===== config.mk =====
export PLATFORM = sky130hd
export DESIGN_NAME = mem_lsu
export DESIGN_NICKNAME = d
export VERILOG_FILES = /design/src/rtl/mem_pkg.sv /design/src/rtl/mem_align.sv /design/src/rtl/mem_lsu.sv
export SDC_FILE = /design/constraint.sdc
export NUM_CORES = 1
export LEC_CHECK = 0
export CAP_MARGIN = 30
export CORE_AREA = 8 8 100 111
export DETAILED_ROUTE_END_ITERATION = 12
export DIE_AREA = 0 0 108 119
export GPL_TIMING_DRIVEN = 0
export PLACE_DENSITY = 0.85
export SETUP_SLACK_MARGIN = 0.4
export SYNTH_ARGS = -nofsm -noshare
export SYNTH_HDL_FRONTEND = slang
export SYNTH_SLANG_ARGS = --single-unit

===== constraint.sdc =====
create_clock -name clk -period 6.7 [get_ports clk]
set_input_delay 1.34 -clock clk [delete_from_list [all_inputs] [get_ports clk]]
set_output_delay 1.34 -clock clk [all_outputs]
set_load 0.005 [all_outputs]

===== src/rtl/mem_pkg.sv =====
// Shared encodings for the memory-access stage: op codes, FSM states and byte-enable masks.
package mem_pkg;

  localparam int MEM_OP_W = 4;

  localparam logic [MEM_OP_W-1:0] MEM_OP_NOP = 4'd0;
  localparam logic [MEM_OP_W-1:0] MEM_OP_LB  = 4'd1;
  localparam logic [MEM_OP_W-1:0] MEM_OP_LBU = 4'd2;
  localparam logic [MEM_OP_W-1:0] MEM_OP_LH  = 4'd3;
  localparam logic [MEM_OP_W-1:0] MEM_OP_LHU = 4'd4;
  localparam logic [MEM_OP_W-1:0] MEM_OP_LW  = 4'd5;
  localparam logic [MEM_OP_W-1:0] MEM_OP_SB  = 4'd6;
  localparam logic [MEM_OP_W-1:0] MEM_OP_SH  = 4'd7;
  localparam logic [MEM_OP_W-1:0] MEM_OP_SW  = 4'd8;

  typedef enum logic [1:0] {
    IDLE = 2'd0,
    WAIT = 2'd1,
    DONE = 2'd2
  } state_e;

  // Big-endian lanes: byte offset 0 lives in bits 31:24
  localparam logic [3:0] SEL_B0 = 4'b1000;
  localparam logic [3:0] SEL_H0 = 4'b1100;
  localparam logic [3:0] SEL_H1 = 4'b0011;
  localparam logic [3:0] SEL_W  = 4'b1111;

  function automatic logic op_is_load(input logic [MEM_OP_W-1:0] op);
    return op inside {MEM_OP_LB, MEM_OP_LBU, MEM_OP_LH, MEM_OP_LHU, MEM_OP_LW};
  endfunction

  function automatic logic op_is_store(input logic [MEM_OP_W-1:0] op);
    return op inside {MEM_OP_SB, MEM_OP_SH, MEM_OP_SW};
  endfunction

endpackage


===== src/rtl/mem_align.sv =====
// Byte-lane steering, store replication and load extension for mem_lsu.
// MEM_ALIGN_EXC_EN: flag misaligned halfword/word accesses instead of silently aligning them.
module mem_align
  import mem_pkg::*;
(
  input  logic [MEM_OP_W-1:0] op_i,
  input  logic [1:0]          addr_lo_i,
  input  logic [31:0]         sdata_i,
  input  logic [31:0]         rdata_i,
  output logic [3:0]          sel_o,
  output logic [31:0]         wdata_o,
  output logic [31:0]         ldata_o,
  output logic                misalign_o
);

  logic [7:0]  byte_v;
  logic [15:0] half_v;
  logic        half_bad;
  logic        word_bad;

  always_comb begin
    case (addr_lo_i)
      2'b00:   byte_v = rdata_i[31:24];
      2'b01:   byte_v = rdata_i[23:16];
      2'b10:   byte_v = rdata_i[15:8];
      default: byte_v = rdata_i[7:0];
    endcase
    // addr[0] is ignored for halfwords, which is the same as forcing it to 0
    half_v   = addr_lo_i[1] ? rdata_i[15:0] : rdata_i[31:16];
    half_bad = addr_lo_i[0];
    word_bad = |addr_lo_i;
  end

  always_comb begin
    sel_o      = 4'b0000;
    wdata_o    = '0;
    ldata_o    = '0;
    misalign_o = 1'b0;
    case (op_i)
      MEM_OP_LB, MEM_OP_LBU, MEM_OP_SB: begin
        sel_o   = SEL_B0 >> addr_lo_i;
        wdata_o = {4{sdata_i[7:0]}};
        ldata_o = (op_i == MEM_OP_LB) ? {{24{byte_v[7]}}, byte_v} : {24'h0, byte_v};
      end
      MEM_OP_LH, MEM_OP_LHU, MEM_OP_SH: begin
        sel_o      = addr_lo_i[1] ? SEL_H1 : SEL_H0;
        wdata_o    = {2{sdata_i[15:0]}};
        ldata_o    = (op_i == MEM_OP_LH) ? {{16{half_v[15]}}, half_v} : {16'h0, half_v};
`ifdef MEM_ALIGN_EXC_EN
        misalign_o = half_bad;
`else
        misalign_o = 1'b0;
`endif
      end
      MEM_OP_LW, MEM_OP_SW: begin
        sel_o      = SEL_W;
        wdata_o    = sdata_i;
        ldata_o    = rdata_i;
`ifdef MEM_ALIGN_EXC_EN
        misalign_o = word_bad;
`else
        misalign_o = 1'b0;
`endif
      end
      default: begin
        sel_o = 4'b0000;
      end
    endcase
  end

`ifndef MEM_ALIGN_EXC_EN
  logic unused_bad;
  assign unused_bad = half_bad ^ word_bad;
`endif

endmodule


===== src/rtl/mem_lsu.sv =====
// Memory-access pipeline stage: req/ack bus FSM with pipeline stall and writeback steering.
// MEM_ALIGN_EXC_EN (in mem_align): misaligned accesses raise misalign_o instead of going to the bus.
module mem_lsu
  import mem_pkg::*;
#(
  parameter int ADDR_W = 32,
  parameter int REG_AW = 5
) (
  input  logic                clk,
  input  logic                rst,
  input  logic [REG_AW-1:0]   mem_wd_i,
  input  logic                mem_wreg_i,
  input  logic [31:0]         mem_wdata_i,
  input  logic [MEM_OP_W-1:0] mem_op_i,
  input  logic [ADDR_W-1:0]   mem_addr_i,
  input  logic [31:0]         mem_sdata_i,
  output logic [REG_AW-1:0]   mem_wd_o,
  output logic                mem_wreg_o,
  output logic [31:0]         mem_wdata_o,
  output logic                stallreq_o,
  output logic                dbus_req_o,
  output logic                dbus_we_o,
  output logic [ADDR_W-1:0]   dbus_addr_o,
  output logic [3:0]          dbus_sel_o,
  output logic [31:0]         dbus_wdata_o,
  input  logic                dbus_ack_i,
  input  logic [31:0]         dbus_rdata_i,
  output logic                misalign_o
);

  state_e      state_q, state_d;
  logic [31:0] rdata_q, rdata_d;

  logic [3:0]  sel;
  logic [31:0] wdata;
  logic [31:0] ldata;
  logic        misalign;
  logic        is_ld, is_st, is_mem, go, bus_act;

  mem_align u_align (
    .op_i       (mem_op_i),
    .addr_lo_i  (mem_addr_i[1:0]),
    .sdata_i    (mem_sdata_i),
    .rdata_i    (dbus_rdata_i),
    .sel_o      (sel),
    .wdata_o    (wdata),
    .ldata_o    (ldata),
    .misalign_o (misalign)
  );

  assign is_ld   = op_is_load(mem_op_i);
  assign is_st   = op_is_store(mem_op_i);
  assign is_mem  = is_ld | is_st;
  assign go      = is_mem & ~misalign;
  assign bus_act = ((state_q == IDLE) & go) | (state_q == WAIT);

  always_comb begin
    state_d = state_q;
    rdata_d = rdata_q;
    case (state_q)
      IDLE: begin
        if (go) begin
          if (dbus_ack_i) begin
            rdata_d = ldata;
            state_d = DONE;
          end else begin
            state_d = WAIT;
          end
        end
      end
      WAIT: begin
        if (dbus_ack_i) begin
          rdata_d = ldata;
          state_d = DONE;
        end
      end
      default: state_d = IDLE;
    endcase
  end

  always_ff @(posedge clk or negedge rst) begin
    if (!rst) begin
      state_q <= IDLE;
      rdata_q <= '0;
    end else begin
      state_q <= state_d;
      rdata_q <= rdata_d;
    end
  end

  // Outputs are gated by reset directly so the bus request drops without a clock edge
  always_comb begin
    mem_wd_o     = '0;
    mem_wreg_o   = 1'b0;
    mem_wdata_o  = '0;
    stallreq_o   = 1'b0;
    dbus_req_o   = 1'b0;
    dbus_we_o    = 1'b0;
    dbus_addr_o  = '0;
    dbus_sel_o   = 4'b0000;
    dbus_wdata_o = '0;
    misalign_o   = 1'b0;
    if (rst) begin
      mem_wd_o    = mem_wd_i;
      mem_wdata_o = ((state_q == DONE) && is_ld) ? rdata_q : mem_wdata_i;
      mem_wreg_o  = (state_q == DONE) ? mem_wreg_i :
                    ((state_q == IDLE) && !is_mem) ? mem_wreg_i : 1'b0;
      misalign_o  = (state_q == IDLE) && is_mem && misalign;
      if (bus_act) begin
        stallreq_o   = 1'b1;
        dbus_req_o   = 1'b1;
        dbus_we_o    = is_st;
        dbus_addr_o  = {mem_addr_i[ADDR_W-1:2], 2'b00};
        dbus_sel_o   = sel;
        dbus_wdata_o = is_st ? wdata : 32'h0;
      end
    end
  end

endmodule


==> metrics.txt, run 1 <==
status complete, no violations; CP Class input port to primary output; Fill cells about 770; Max VDD drop ~76 uV; crit path capture type primary output; Synth Cell Area roughly 3300 um2; EDFF count, synth 0; Std-Cell Rows 37; post-CTS resize count 0; largest net degree at the start of global routing 39; first-pass GRT wire length ~26000 um; Layout Skew about 0.004 ns; internal power component between 500 and 600 uW; Synth async-reset ratio 1.00; Sequential Power Share 0.345; top_reg_cell synth dfrtp_1; area delta synth->final 82.2%; H-tree depth 2; die area around 13000 um2; Worst setup SP type input port; post-synthesis sequential area ratio 0.257; top post-synthesis cells by area dfrtp_1, nand2_1, a21boi_0, a221o_1, and2_1; Starting Density 0.359; Post-CTS Repair Setup Buffers 0; Synth Area per Inst between 7 and 8 um2; Seq cells post-synth 34; die width 108 um; Hold Crit Class flop to flop; fraction of layout cells with a size suffix above 1 0.0947; CTS Sinks 34; pwr/cell area between 100 and 150 nW/um2; via count about 4400; RSZ-0062 raised after global routing no; Setup Total Neg Slack 0 ns; Num CTS Buffers 5; Slew headroom 0.445; r2r startpoint state_q[1]; leading cell types by count after synthesis nand2_1, a21oi_1, and2_1; Crit Path Max Fanout 10; Final Cycle Share 0.812; vias in the first global route roughly 4800; DP Worst Slack roughly 1.3 ns; worst skew pair latency 0.28 ns; CP Data Arrival Time ~4 ns; Worst setup startpoint mem_op_i[1]; PortBufs between 200 and 250; Synthesis Warnings 0; Slew Limit Fails 0; Netlist cell types between 50 and 60; Iter 0 DRT Violations between 200 and 300; core area approximately 9200 um2; sw power 230 uW; gpl congestion a little over 1; Pre-Repair DR Iteration Count 4; top-area cell type share of the netlist area 0.257; most common cell in the netlist nand2_1; Comb pwr share 0.436; fin cells 794; count of nets after finishing 816; f_max around 180 MHz; Worst Slack Setup Final approximately 1.3 ns; final wirelength between 15000 and 20000 um; cell count after synthesis ~420; CTS tree yes; total gr overflow 0; Finish-stage setup viols 0; Antenna Nets Post-Route 0; Clk pwr share 0.219; post-DP HPWL roughly 14000 um; maxcap violations 0; LEAKAGE between 0.002 and 0.0025 uW; initial antenna violation count 0; die height 119 um; clock tree root driver cell clkbuf_8; crit path time final between 5 and 6 ns; Worst-path clk slew around 0.070 ns; HP Start rdata_q[20]; Hold Slack ~0.52 ns; Placed Cells between 700 and 800; Via density 5.51; Tightest Pin Transition 0.833 ns; area leader, netlist dfrtp_1; Sw Ratio 0.313; Final Hold Fails 0; IO Pins 251; residual DRC count 0; CTS max path bufs 2; post-layout util 0.654; post-DR wirelength/cell approximately 21 um; cts hold-fix bufs 0; Worst EP required between 5 and 6 ns; Total Routing Usage GR 0.253
[layout make-up]
cell class,count,area [um2],share of cell area
antenna,1,2.50,0.000415
buffer,43,253,0.0420
clock buffer,6,82.6,0.0137
clock inverter,2,12.5,0.00208
inverter,5,18.8,0.00312
multi-input combinational,339,2190,0.364
sequential,34,851,0.141
tap,117,146,0.0243
timing repair buffer,247,2470,0.410
[worst paths after layout]
check | end | slack (ns) | cells past startpoint
worst min register to register | rdata_q[20] | 0.52 | 1
worst min-delay path | rdata_q[20] | 0.52 | 1
worst max-delay path | mem_wdata_o[1] | 1.26 | 8
worst max register to register | rdata_q[27] | 4.74 | 6
max in group asynchronous | rdata_q[2] | 5.03 | 1
min in group asynchronous | rdata_q[27] | 1.15 | 1
[flip-flops by register name, summed over array words and instances, names as in the netlist]
signal	count
state_q	2
rdata_q	32
[critical path, stage by stage]
cell,delay (ns)
clkdlybuf4s50_1,0.50
buf_2,0.22
or3_1,0.37
nand4_1,0.28
clkbuf_1,0.46
nand2_1,0.10
a21boi_0,0.24
clkdlybuf4s50_1,0.58
[power groups by stage]
| stage | Clock, uW | Combinational, uW | Sequential [uW] |
|---|---|---|---|
| 6_report | 161 | 321 | 254 |
| 3_3_place_gp | 0 | 313 | 255 |
| 2_1_floorplan | 0 | 132 | 250 |
| 5_1_grt | 168 | 347 | 256 |
| 3_5_place_dp | 0 | 318 | 256 |
| 4_1_cts | 161 | 321 | 253 |
[cell families after synthesis]
logic type,Yosys count,synth area share
and+or+nand+nor,162,0.249
DFF,34,0.257
muxes,10,0.0609
AOI/OAI and AO/OA,164,0.349
buffers and inverters,48,0.0821
other,1,0.00113
[layout by cell type, fill, tap and decap left out, types with 2 or more instances in the layout]
master / n
nor2b_1: 2
mux4_2: 8
clkbuf_1: 12
dfrtp_1: 34
a21boi_0: 32
inv_1: 3
a221o_1: 23
nand3_2: 2
o21ai_0: 24
clkbuf_8: 6
inv_2: 2
buf_4: 11
nor2_1: 9
nand2_1: 86
a21oi_1: 41
nand2b_1: 3
clkdlybuf4s50_1: 246
a31oi_1: 8
a22oi_1: 16
a21oi_2: 2
nand3_1: 2
o211ai_1: 7
and2_1: 35
and3_1: 9
buf_2: 16
buf_6: 4
conb_1: 3
[stage by stage]
| stage | area (um2) | total power, uW |
|---|---|---|
| after detailed placement | 5930 | 574 |
| after floorplan | 3310 | 382 |
| after CTS | 6020 | 734 |
| final | 6020 | 735 |
| after global placement | 5930 | 569 |
| after global routing | 6020 | 771 |
[metal layers]
metal / global-route usage / vias to the layer above / share of wire
met5: 0 / - / 0
met4: 0.119 / 0 / 0.040
met3: 0.0831 / 45 / 0.11
met2: 0.441 / 254 / 0.50
met1: 0.268 / 2041 / 0.36
li1: - / 2037 / -
Power figures use the tool's default switching activity.
==> inputs of run 2 (changes only) <==
--- a/config.mk
+++ b/config.mk
@@ -6,11 +6,11 @@
 export NUM_CORES = 1
 export LEC_CHECK = 0
 export CAP_MARGIN = 30
-export CORE_AREA = 8 8 100 111
+export CORE_AREA = 8 8 102 113
 export DETAILED_ROUTE_END_ITERATION = 12
-export DIE_AREA = 0 0 108 119
+export DIE_AREA = 0 0 110 121
 export GPL_TIMING_DRIVEN = 0
-export PLACE_DENSITY = 0.85
+export PLACE_DENSITY = 0.82
 export SETUP_SLACK_MARGIN = 0.4
 export SYNTH_ARGS = -nofsm -noshare
 export SYNTH_HDL_FRONTEND = slang
==> constraint.sdc (replaced) <==
create_clock -name clk -period 5.1 [get_ports clk]
set_input_delay 1.02 -clock clk [delete_from_list [all_inputs] [get_ports clk]]
set_output_delay 1.02 -clock clk [all_outputs]
set_load 0.005 [all_outputs]
==> run 2 against run 1 <==
Against the previous run:
- non-clock buffer count up 9
- hold slack better by 0.0014 ns
- clock-buffer cell count down 1
- core utilization down 1.1 points
- clock skew up 0.0028 ns
- register-to-register slack worse by 1.7 ns
- global-route usage down 1.1 points
- power up 46%
- first-iteration DRC count down 4.8%
- critical endpoint is now dbus_wdata_o[13]
==> metrics.txt, run 2 (synthesis results as in run 1) <==
end of the critical path dbus_wdata_o[13]; CP max stage delay 0.55 ns (-0.03 ns); r2r startpoint state_q[1]; PortBufs 247 (unchanged); Worst Slack Setup Final 0.514 ns (-0.749 ns); fraction of layout cells with a size suffix above 1 0.115 (+0.0207); worst skew pair latency 0.29 ns (about the same); CTS max path bufs 2 (unchanged); Worst EP required 4.08 ns (-1.28 ns); LEAKAGE 0.00244 uW (+4.4%); pwr/cell area 173 nW/um2 (+42%); Worst setup SP type input port; crit path capture type primary output; Hold Crit Class flop to flop; Starting Density 0.342 (-0.0163); crit path time final ~4.6 ns; Final Cycle Share 0.899; Placed Cells 788 (+0.38%); worst reg2reg path depth 6 (unchanged); Tightest Pin Transition 0.901 ns (+0.0680 ns); residual DRC count 0 (unchanged); Layout Skew 0.00682 ns (+0.00279 ns); clock tree root driver cell clkbuf_8; die area 13300 um2 (+3.6%); DP Worst Slack 0.336 ns (-0.946 ns); status complete, no violations; core area 9650 um2 (+4.8%); worst hold stages 1 (unchanged); cts hold-fix bufs 0 (unchanged); Worst-path clk slew 0.07 ns (about the same); Via density 5.48 (-0.56%); Slew headroom 0.399 (-0.0453); CP max-delay cell or4b_1; CTS tree yes; diode count 0 (-1); CTS Sinks 34 (unchanged); Max VDD drop 167 uV (+120%); Slew Limit Fails 0 (unchanged); Final Total Pwr 1070 uW (+46%); Worst setup startpoint mem_op_i[2]; Largest register FFs 32 (unchanged); initial antenna violation count 0 (unchanged); Crit Path Max Fanout 10 (unchanged); Worst path top cell family by delay buffers and inverters; vias in the first global route 4557 (-5.5%); Largest regs rdata_q: 32 flops, state_q: 2 flops; worst reg2reg path endpoint rdata_q[25]; Final Hold Fails 0 (unchanged); count of nets after finishing 825 (+1.1%); post-DR wirelength/cell 20.9 um (-1.7%); Fill cells 848 (+11%); maxcap violations 0 (unchanged); H-tree depth 2 (unchanged); total gr overflow 0 (unchanged); CP Cell Sequence clkdlybuf4s50_1 > buf_4 > or4b_1 > o21ai_1 > buf_4 > clkbuf_4 > o21ai_0 > a21oi_1 > clkdlybuf4s50_1; die height 121 um (+1.7%); Std-Cell Rows 38 (+2.7%); Pre-Repair DR Iteration Count 5 (+1); f_max 218 MHz; Iter 0 DRT Violations 260 (-4.8%); Stages on worst setup path 9 (+1); Total Routing Usage GR 0.243 (-0.0107); first-pass GRT wire length 25300 um (-2.6%); gpl congestion 0.934 (-7.3%); CP Data Arrival Time 3.57 ns (-0.53 ns); Setup Total Neg Slack 0 ns (unchanged); r2r setup slk 3.04 ns (-1.70 ns); die width 110 um (+1.9%); Finish-stage setup viols 0 (unchanged); largest net degree at the start of global routing 39 (unchanged); Num CTS Buffers 5 (unchanged); CP Class input port to primary output; RSZ-0062 raised after global routing yes; most frequent cells in the layout clkdlybuf4s50_1, nand2_1, a21oi_1; IO Pins 251 (unchanged); fin cells 805 (+1.4%); final wirelength 16800 um (-0.36%); Reg with most FFs rdata_q; area delta synth->final 87.8%; Antenna Nets Post-Route 0 (unchanged); Crit path buffers/inverters 5 (+1); most common cell after layout, fill and taps aside clkdlybuf4s50_1; via count 4413 (+0.82%); post-DP HPWL 13800 um (-0.42%)
-- run 2: area by class of cell --
cell class	instances	area, um2	area share
clock buffers	5	68.8	0.0111
inverters	5	18.8	0.00302
plain buffers	43	285	0.0460
flip-flops and latches	34	851	0.137
repair buffers	256	2530	0.408
well taps	120	150	0.0242
multi-input cells	339	2230	0.359
clock inverters	3	68.8	0.0111
-- run 2: what timing repair did --
action,4_1_cts,5_1_grt
buffers inserted,0,8
gates resized for setup,5,25
endpoints found under the setup margin,28,67
pin swaps,0,3
hold endpoints to repair,0,0
cloned,0,1
-- run 2: worst min-delay path by stage --
stage / startpoint / slack [ns] / end
floorplan: rdata_q[15] / 0.46 / rdata_q[15]
global placement: rdata_q[20] / 0.50 / rdata_q[20]
detailed placement: rdata_q[16] / 0.50 / rdata_q[16]
CTS: rdata_q[16] / 0.52 / rdata_q[16]
global route: rdata_q[23] / 0.53 / rdata_q[23]
finish: rdata_q[12] / 0.52 / rdata_q[12]
-- run 2: per-layer routing --
metal	share of wire	vias to the layer above	global-route usage
met5	0	-	0
met4	0.039	0	0.106
met3	0.11	41	0.0744
met2	0.51	276	0.426
met1	0.34	2037	0.259
li1	-	2059	-
-- run 2: report_power, final --
part	internal [uW]	switching (uW)
combinational	256	179
clock	196	108
sequential	308	25.0
total	760	313
-- run 2: metrics by stage --
step                hold WS [ns]  utilization  instance area (um2)
floorplan                  0.456            -                 3310
global placement           0.500        0.615                 5940
detailed placement         0.503        0.614                 5930
CTS                        0.521        0.631                 6090
global route               0.531        0.643                 6210
finish                     0.522        0.643                 6210
